**src/rtl/if_pkg.sv**
```systemverilog
// rtl/if_pkg.sv - shared fetch-stage types and constants; IF_FETCH_MISALIGN_TRAP_EN adds the FAULT state
package if_pkg;

    typedef enum logic [2:0] {
        ST_REQ   = 3'd0,
        ST_WAIT  = 3'd1,
        ST_HOLD  = 3'd2,
        ST_KILL  = 3'd3
`ifdef IF_FETCH_MISALIGN_TRAP_EN
        ,
        ST_FAULT = 3'd4
`endif
    } fetch_state_e;

    localparam logic [31:0] IF_RESET_PC  = 32'h0000_0000;
    // ADDI x0,x0,0 - also used by decode to insert bubbles
    localparam logic [31:0] IF_NOP_INSTR = 32'h0000_0013;

endpackage

```
**src/rtl/if_fetch.sv**
```systemverilog
// rtl/if_fetch.sv - single-outstanding instruction fetch stage; IF_FETCH_MISALIGN_TRAP_EN enables misaligned-redirect fault
module if_fetch
    import if_pkg::*;
#(
    parameter logic [31:0] RESET_PC  = IF_RESET_PC,
    parameter logic [31:0] NOP_INSTR = IF_NOP_INSTR
) (
    input  logic        clk,
    input  logic        rst,
    input  logic        redirect_en,
    input  logic [31:0] redirect_pc,
    output logic        imem_req,
    output logic [31:0] imem_addr,
    input  logic        imem_gnt,
    input  logic        imem_rvalid,
    input  logic [31:0] imem_rdata,
    output logic        if_valid,
    input  logic        id_ready,
    output logic [31:0] if_instr,
    output logic [31:0] if_pc,
    output logic [31:0] if_pc_plus4,
    output logic        fetch_fault
);

    fetch_state_e state_q;
    logic [31:0]  pc_q;
    logic [31:0]  instr_q;
    logic [31:0]  if_pc_q;
    logic         valid_q;
    logic [31:0]  redir_pc;
    logic         redirect_live;

`ifdef IF_FETCH_MISALIGN_TRAP_EN
    logic fault_q;
    logic redir_fault;

    assign redir_pc      = redirect_pc;
    assign redir_fault   = |redirect_pc[1:0];
    // once faulted, only reset leaves FAULT
    assign redirect_live = redirect_en && (state_q != ST_FAULT);
    assign fetch_fault   = fault_q;
`else
    logic unused_redirect_lsb;

    assign unused_redirect_lsb = ^redirect_pc[1:0];
    assign redir_pc            = {redirect_pc[31:2], 2'b00};
    assign redirect_live       = redirect_en;
    assign fetch_fault         = 1'b0;
`endif

    always_ff @(posedge clk) begin
        if (rst) begin
            state_q <= ST_REQ;
            pc_q    <= RESET_PC;
            if_pc_q <= RESET_PC;
            instr_q <= NOP_INSTR;
            valid_q <= 1'b0;
`ifdef IF_FETCH_MISALIGN_TRAP_EN
            fault_q <= 1'b0;
`endif
        end else if (redirect_live) begin
            pc_q    <= redir_pc;
            valid_q <= 1'b0;
            instr_q <= NOP_INSTR;
            // a request already accepted must have its response drained in KILL
            case (state_q)
                ST_REQ:  state_q <= imem_gnt    ? ST_KILL : ST_REQ;
                ST_WAIT: state_q <= imem_rvalid ? ST_REQ  : ST_KILL;
                ST_KILL: state_q <= imem_rvalid ? ST_REQ  : ST_KILL;
                default: state_q <= ST_REQ;
            endcase
`ifdef IF_FETCH_MISALIGN_TRAP_EN
            if (redir_fault) begin
                state_q <= ST_FAULT;
                fault_q <= 1'b1;
            end
`endif
        end else begin
            case (state_q)
                ST_REQ: begin
                    if (imem_gnt) state_q <= ST_WAIT;
                end
                ST_WAIT: begin
                    if (imem_rvalid) begin
                        instr_q <= imem_rdata;
                        if_pc_q <= pc_q;
                        valid_q <= 1'b1;
                        state_q <= ST_HOLD;
                    end
                end
                ST_HOLD: begin
                    if (id_ready) begin
                        pc_q    <= pc_q + 32'd4;
                        valid_q <= 1'b0;
                        instr_q <= NOP_INSTR;
                        state_q <= ST_REQ;
                    end
                end
                ST_KILL: begin
                    if (imem_rvalid) state_q <= ST_REQ;
                end
                default: ;
            endcase
        end
    end

    assign imem_req    = (state_q == ST_REQ) && !rst;
    assign imem_addr   = pc_q;
    assign if_valid    = valid_q;
    assign if_instr    = instr_q;
    assign if_pc       = if_pc_q;
    assign if_pc_plus4 = if_pc_q + 32'd4;

endmodule
```
**config.mk**
```make
export PLATFORM = sky130hd
export DESIGN_NAME = if_fetch
export DESIGN_NICKNAME = d
export VERILOG_FILES = /design/src/rtl/if_pkg.sv /design/src/rtl/if_fetch.sv
export SDC_FILE = /design/constraint.sdc
export NUM_CORES = 1
export LEC_CHECK = 0
export ABC_CLOCK_PERIOD_IN_PS = 2080
export CORE_ASPECT_RATIO = 0.5
export CORE_UTILIZATION = 39
export DETAILED_ROUTE_END_ITERATION = 10
export PLACE_DENSITY = 0.78
export SLEW_MARGIN = 20
export SYNTH_ARGS = -nofsm -noshare
export SYNTH_HDL_FRONTEND = slang
export SYNTH_SLANG_ARGS = --single-unit
export TNS_END_PERCENT = 100
```
**constraint.sdc**
```tcl
create_clock -name clk -period 2.08 [get_ports clk]
set_input_delay 0.52 -clock clk [delete_from_list [all_inputs] [get_ports clk]]
set_output_delay 0.52 -clock clk [all_outputs]
set_load 0.03 [all_outputs]
```
Word-level counts from Yosys, hierarchy flattened
Cells that the tools add are included.
{"block": "totals", "wordCells": 50, "regBits": 100, "out_inout_bits": 131}
{"block": "op_classes", "n_eq_ne": 9, "mux": 18, "addsub": 2, "n_reduce_logical": 14, "n_bitwise": 1}
{"cell": "32-bit two-way mux", "n": 5}
{"cell": "32-bit by 3-bit adder with 32-bit output, second input constant", "n": 2}
{"cell": "32-bit case mux with 2 select lines", "n": 1}
{"cell": "3-bit two-way mux", "n": 5}
{"cell": "3-bit inequality test, second input constant", "n": 4}
{"cell": "3-bit case mux with 4 select lines", "n": 1}
{"cell": "3-bit by 2-bit equality test with 1-bit output, second input constant", "n": 2}
{"cell": "3-bit AND reduction", "n": 2}
{"cell": "2-bit nonzero test", "n": 3}
{"cell": "5-bit AND reduction", "n": 1}
{"cell": "5-bit nonzero test", "n": 1}
{"cell": "2-bit two-way mux", "n": 2}
{"cell": "2-bit inequality test, second input constant", "n": 2}
{"cell": "2-bit case mux with 2 select lines", "n": 1}
{"cell": "2-bit AND reduction", "n": 2}
{"cell": "2-bit OR reduction", "n": 2}
{"cell": "3-bit by 1-bit equality test with 1-bit output, second input constant", "n": 1}
{"cell": "3-bit zero test", "n": 1}
{"cell": "1-bit two-way mux", "n": 2}
{"cell": "1-bit case mux with 2 select lines", "n": 1}
{"cell": "1-bit logical AND", "n": 1}
{"cell": "1-bit zero test", "n": 1}
{"cell": "1-bit NOT", "n": 1}

Logic depth before layout (Yosys ltp)
Gate-level depths: netlist of run 1.
{"block": "logic_depth", "depth_word": 4, "ltp_mapped": 8, "depth_no_buf": 5}

Least setup slack after synthesis of run 1
Ideal clock, no wire load.
{"block": "synth_timing", "path_kind": "register -> output", "startpoint": "reg if_pc_q[4] (netlist: if_pc[4])", "endpoint": "out if_pc_plus4[21]", "t_required_ps": 1560, "arrival_time_ps": 2130, "slack_ps": -570, "n_path_buf": 1, "stages_incl_launch_ff": 6, "cell_sequence": "dfxtp_1 > nand4_1 > or3_1 > clkbuf_1 > nor4_1 > xor2_1"}
{"block": "synth_via", "elab_chain_cells": 1}
{"item": "from (decl)", "line_no": "if_fetch.sv:28", "source": "logic [31:0] if_pc_q;"}
{"item": "from (signal assigned)", "line_no": "if_fetch.sv:86", "source": "if_pc_q <= pc_q;"}
{"item": "32-bit by 3-bit adder with 32-bit output", "line_no": "if_fetch.sv:112", "source": "assign if_pc_plus4 = if_pc_q + 32'd4;"}
{"item": "to (decl)", "line_no": "if_fetch.sv:21", "source": "output logic [31:0] if_pc_plus4,"}
No other way between the ends.

Final worst setup path of run 1
{"block": "layout_timing", "startpoint": "reg if_pc_q[4] (netlist: if_pc[4])", "endpoint": "out if_pc_plus4[17]"}
The elaborated chain is that of the path after synthesis.

==> impl_metrics.csv, run 1 <==
group,metric,value,unit
sta,hold_ws,0.474,ns
sta,hold_viol,0,
setup_path,r2r_slack,0.06,ns
clock_tree,cts_tree,"done",
synth,synth_top_area_cell,"dfxtp_1",
synth,synth-simple-area-share,28.6,%
route,drtIter0Drc,547,
power,p_total,4.32,mW
power,peakVddDrop,0.000459,V
setup_path,max_stage_delay,0.46,ns
setup_path,cp-start-kind,"flop",
route,drc,0,
synth,synth_common_cells,"95 x dfxtp_1, 92 x nand2_1, 70 x nor2_1, 37 x a21oi_1, 34 x clkbuf_1",
run_status,violations,"setup timing",
sta,relSlewSlack,56.0,%
sta,period_needed,2.52,ns
final_layout,finish.net_count,932,
setup_path,r2r_end,"imem_addr[28]",
setup_path,timing.rr.start,"imem_addr[2]",
setup_path,cp_cell_sequence,"nand4_1, buf_6, or3_4, nor3_4, xor2_4, buf_6",
clock_tree,numCtsBuffers,9,
final_layout,multi_input_area,3140,sq um
power,cellLeakagePower,3.31,nW
global_routing,grt_pass1_vias,5259,
synth,synth_ff_type,"dfxtp_1",
floorplanning,die_h,79.6,um
sta,setup_tns,-7.55,ns
setup_path,required,1.56,ns
sta,layout_setup_ws,-0.438,ns
floorplanning,num_rows,27,
synth,ys_top_cells_by_area,"dfxtp_1 41%, nand2_1 7.4%, nor2_1 5.6%",
floorplanning,start_util,41.4,%
clock_tree,cts.sink_count,95,
clock_tree,cts_root_buffer,"clkbuf_16",
setup_path,worstPathArrival,2.00,ns
synth,synthesis.instances,593,
global_routing,grt_pass1_wl,25.7,mm
final_layout,final_cells,1025,
placed_design,numPortBuffers,191,
route,postRouteAntennaNets,0,
synth,ys_types,52,
synth,synth_most_common_cell,"dfxtp_1",
run_status,status,"finished with violations",
floorplanning,design.die.area,12500,sq um
global_routing,grt_max_degree,35,
synth,synth-xor-area-share,6.72,%
job,max_cap_viol_count,0,
synth,synth.area.mux_share,0,%
floorplanning,coreArea,11400,sq um
final_layout,register_area,1980,sq um
setup_path,r2r_cells,5,
sta,setup_viol,23,
synth,synth-adder-area-share,0.533,%
sta,max_freq,397,MHz
global_routing,antenna_found_initial,1,
route,vias,5564,
setup_path,critPathMaxFanout,7,
setup_path,cp-end-kind,"output port",
synth,synth-edff-count,0,
sta,skew,0.00578,ns
placed_design,routabilityCongestion,0.895,
setup_path,cp_common_cell,"buf_6",
synth,synth_compound_area_share,17.9,%
synth,async_flop_share,0,%
synth,yosysWarnings,0,
sta,rsz0062_at_grt,"yes",
worst_hold_path,hp-class,"reg2reg",
sta,worst_slew_pin_slew,0.658,ns
clock_tree,cts-htree-levels,3,
placed_design,dp_cells,997,
final_layout,design_area,8450,sq um
route,dr.pass1.iters,5,
sta,drv_slew,0,
placed_design,dp_hpwl,11.8,mm
clock_tree,clockBufferDepth,2,
global_routing,grt_usage,26.1,%
synth,synth-seq-cells,95,
power,p_per_area,511,nW/um^2
synth,syn-cell-area,4690,sq um
final_layout,drive_above_1_share,29.8,%
route,wirelength,16.3,mm
clock_tree,clkLatencyLatePin,0.34,ns
setup_path,critPathLaunch,"if_pc[4]",
setup_path,path_class,"reg2out",
setup_path,critPathSlowestCell,"or3_4",
placed_design,pre_cts_slack,-0.572,ns
floorplanning,pin_count,201,
synth,synth.top_cell.area_share,40.5,%
synth,yosysSeqAreaShare,40.5,%
placed_design,placed_area,7740,sq um
route,viasPerCell,5.43,
synth,syn_avg_cell_area,7.92,sq um
global_routing,gr-total-overflow,0,
synth,synth_top_family_by_area,"simple AND/OR/NAND/NOR gates",
sta,finalCritPeriodShare,121,%
final_layout,fillers,845,
floorplanning,fp.dieW,157,um
setup_path,cp-endpoint,"if_pc_plus4[17]",
route,wl_per_cell,15.9,um
clock_tree,path_clk_slew,0.06,ns
final_layout,finish.utilization,74.4,%
final_layout,syn2layout_area_growth,80.0,%
## worst max-delay path: cells and delay by family (launching register included)
kind,cells,cell delay [ns]
xor+xnor,1,0.16
buf+inv,2,0.29
flops,1,0.34
simple gates,3,0.85
## power by group
group,internal (mW),switching [mW],total (mW)
combinational,0.365,0.417,0.782
clock,0.916,0.699,1.62
sequential,1.87,0.0571,1.92
## layout make-up
cell class	count	area share, %
Multi-Input combinational cell	443	37.1
Timing Repair Buffer	298	33.0
Sequential cell	95	23.5
Clock buffer	12	3.17
Tap cell	159	2.35
Inverter	13	0.607
Clock inverter	4	0.296
Antenna cell	1	0.0296
## routing by layer
| layer | up-vias | global-route usage (%) | part of all wire, % |
|---|---|---|---|
| li1 | 2647 | - | - |
| met1 | 2645 | 31.8 | 41 |
| met2 | 244 | 45.4 | 50 |
| met3 | 28 | 6.35 | 7.6 |
| met4 | 0 | 8.35 | 1.4 |
| met5 | - | 0 | 0 |
## logic make-up (layout without fill, tap and decap cells)
logic type                 after synthesis  after routing
DFF                                     95             95
other                                    1              8
AOI/OAI and AO/OA                      122            122
adders and majority gates                2              2
and+or+nand+nor                        276            276
xor gates and xnor gates                36             36
buffers and inverters                   61            327
## cell usage in the layout (no fill, tap or decap), types with 11 or more instances in the layout
cell             instances
a22oi_1                 29
xnor2_2                 11
dfxtp_4                 15
nor2_1                  61
buf_6                   26
a311oi_1                12
clkdlybuf4s50_1        153
nand4_1                 13
buf_4                  104
dfxtp_2                 19
dfxtp_1                 61
nand3_1                 14
nand2_1                 89
a21oi_1                 37
inv_1                   12
## state kept, by name, indices dropped and copies added, names as in the netlist
register	count
if_instr	32
if_pc	30
imem_addr	30
state_q	2
if_valid	1
## how the worst min path moves through the flow
stage	cells past startpoint	startpoint	to	slack, ns
global placement	2	if_instr[0]	if_instr[0]	0.45
finish	2	if_instr[4]	if_instr[4]	0.47
global route	2	if_instr[1]	if_instr[1]	0.50
floorplan	2	imem_addr[3]	if_pc[3]	0.52
CTS	2	if_instr[4]	if_instr[4]	0.47
detailed placement	2	if_instr[4]	if_instr[4]	0.46
## repair_timing
action / in CTS / in global routing
setup endpoints to repair: 71 / 35
hold buffers: 0 / 0
pin swaps: 20 / 24
setup buffers: 5 / 9
gates resized for setup: 55 / 40
Note: power is estimated with default switching activity, not from simulation.
==> inputs of run 2 (changes only) <==
--- a/config.mk
+++ b/config.mk
@@ -9,7 +9,7 @@
 export CORE_ASPECT_RATIO = 0.5
 export CORE_UTILIZATION = 39
 export DETAILED_ROUTE_END_ITERATION = 10
-export PLACE_DENSITY = 0.78
+export PLACE_DENSITY = 0.84
 export SLEW_MARGIN = 20
 export SYNTH_ARGS = -nofsm -noshare
 export SYNTH_HDL_FRONTEND = slang
==> impl_metrics.csv, run 2 (synthesis results as in run 1) <==
group,metric,value,unit
run_status,status,"finished with violations",
run_status,violations,"setup timing",
sta,skew,0.00463,ns
power,peakVddDrop,0.000479,V
route,postRouteAntennaNets,0,
route,vias,5722,
sta,setup_viol,25,
placed_design,routabilityCongestion,0.906,
clock_tree,cts-htree-levels,3,
floorplanning,die_h,79.6,um
global_routing,antenna_found_initial,1,
setup_path,required,1.56,ns
setup_path,worstPathArrival,2.06,ns
clock_tree,numCtsBuffers,9,
global_routing,grt_pass1_vias,5391,
route,wirelength,17.4,mm
clock_tree,cts.sink_count,95,
route,wl_per_cell,17.0,um
final_layout,syn2layout_area_growth,78.1,%
final_layout,design_area,8360,sq um
route,drtIter0Drc,671,
sta,max_freq,387,MHz
floorplanning,start_util,41.4,%
worst_hold_path,min_from,"if_instr[0]",
final_layout,mostFrequentLayoutCell,"clkdlybuf4s50_1",
placed_design,placed_area,7780,sq um
worst_hold_path,whs_path_depth,2,
sta,finalCritPeriodShare,124,%
setup_path,critPathMaxFanout,4,
global_routing,grt_max_degree,34,
final_layout,register_area,1980,sq um
final_layout,finish.net_count,936,
sta,rsz0062_at_grt,"yes",
placed_design,dp_hpwl,12.4,mm
final_layout,diodes,0,
sta,hold_ws,0.487,ns
setup_path,path_class,"reg2out",
route,dr.pass1.iters,5,
route,drc,0,
placed_design,numPortBuffers,191,
floorplanning,num_rows,27,
global_routing,gr-total-overflow,0,
final_layout,largest_register_ffs,32,
floorplanning,design.die.area,12500,sq um
setup_path,timing.rr.start,"imem_addr[2]",
route,viasPerCell,5.57,
floorplanning,pin_count,201,
final_layout,fillers,784,
clock_tree,clockBufferDepth,2,
global_routing,grt_pass1_wl,26.7,mm
clock_tree,cts_tree,"done",
floorplanning,fp.dieW,157,um
power,p_per_area,543,nW/um^2
worst_hold_path,hp-class,"reg2reg",
global_routing,grt_usage,27.3,%
clock_tree,cts_root_buffer,"clkbuf_16",
power,p_total,4.54,mW
sta,drv_slew,0,
final_layout,multi_input_area,3040,sq um
floorplanning,coreArea,11400,sq um
sta,period_needed,2.58,ns
setup_path,cp-start-kind,"flop",
job,max_cap_viol_count,0,
sta,relSlewSlack,53.0,%
clock_tree,path_clk_slew,0.06,ns
setup_path,r2r_cells,5,
setup_path,critPathLaunch,"if_pc[4]",
sta,hold_viol,0,
final_layout,most-common-layout-cells,"151 x clkdlybuf4s50_1, 117 x buf_4, 91 x nand2_1, 62 x nor2_1, 61 x dfxtp_1",
sta,layout_setup_ws,-0.502,ns
setup_path,cp-end-kind,"output port",
final_layout,drive_above_1_share,28.2,%
sta,worst_slew_pin_slew,0.703,ns
power,cellLeakagePower,3.29,nW
clock_tree,clkLatencyLatePin,0.34,ns
[run 2: final timing paths]
check | end | slack (ns)
worst max-delay path | if_pc_plus4[26] | -0.50
worst min-delay path | if_instr[0] | 0.49
worst min register to register | if_instr[0] | 0.49
worst max register to register | imem_addr[28] | -0.01
[run 2: stage by stage]
| step | instances | setup slack [ns] | util (%) | setup TNS, ns |
|---|---|---|---|---|
| 2_1_floorplan | 599 | -0.226 | - | -2.15 |
| 3_3_place_gp | 1006 | -0.543 | 68.5 | -29.68 |
| 3_5_place_dp | 1006 | -0.576 | 68.5 | -29.00 |
| 4_1_cts | 1025 | -0.504 | 72.8 | -8.91 |
| 5_1_grt | 1027 | -0.598 | 73.7 | -11.11 |
| 6_report | 1027 | -0.502 | 73.7 | -8.87 |
[run 2: critical path: stages (launching register included)]
cell	delay (ns)
dfxtp_4	0.34
nand4_1	0.23
buf_4	0.23
nor4_4	0.20
buf_4	0.16
nand4_1	0.21
xnor2_4	0.20
buf_6	0.15
[run 2: final cells by class]
cell class | count | area share (%)
clock buffer | 14 | 3.68
clock inverter | 1 | 0.359
inverter | 13 | 0.584
sequential | 95 | 23.7
timing repair buffer | 302 | 33.0
multi-input combinational | 443 | 36.3
tap | 159 | 2.38
[run 2: power by group]
| group | internal [mW] | total [mW] | switching, mW |
|---|---|---|---|
| Sequential | 1.87 | 1.92 | 0.0585 |
| Clock | 1.15 | 1.82 | 0.676 |
| Combinational | 0.364 | 0.795 | 0.431 |
[run 2: what timing repair did]
item | CTS | global route
gates resized for setup | 41 | 22
hold buffers | 0 | 0
buffers inserted | 5 | 2
setup endpoints to repair | 70 | 36
pin swaps | 11 | 11
[run 2: layer usage]
metal  global-route usage (%)  vias to the layer above  share of wire [%]
li1                         -                     2642                  -
met1                     34.3                     2728                 40
met2                     46.6                      310                 49
met3                     7.00                       40                9.6
met4                     7.18                        2                1.8
met5                        0                        -              0.092
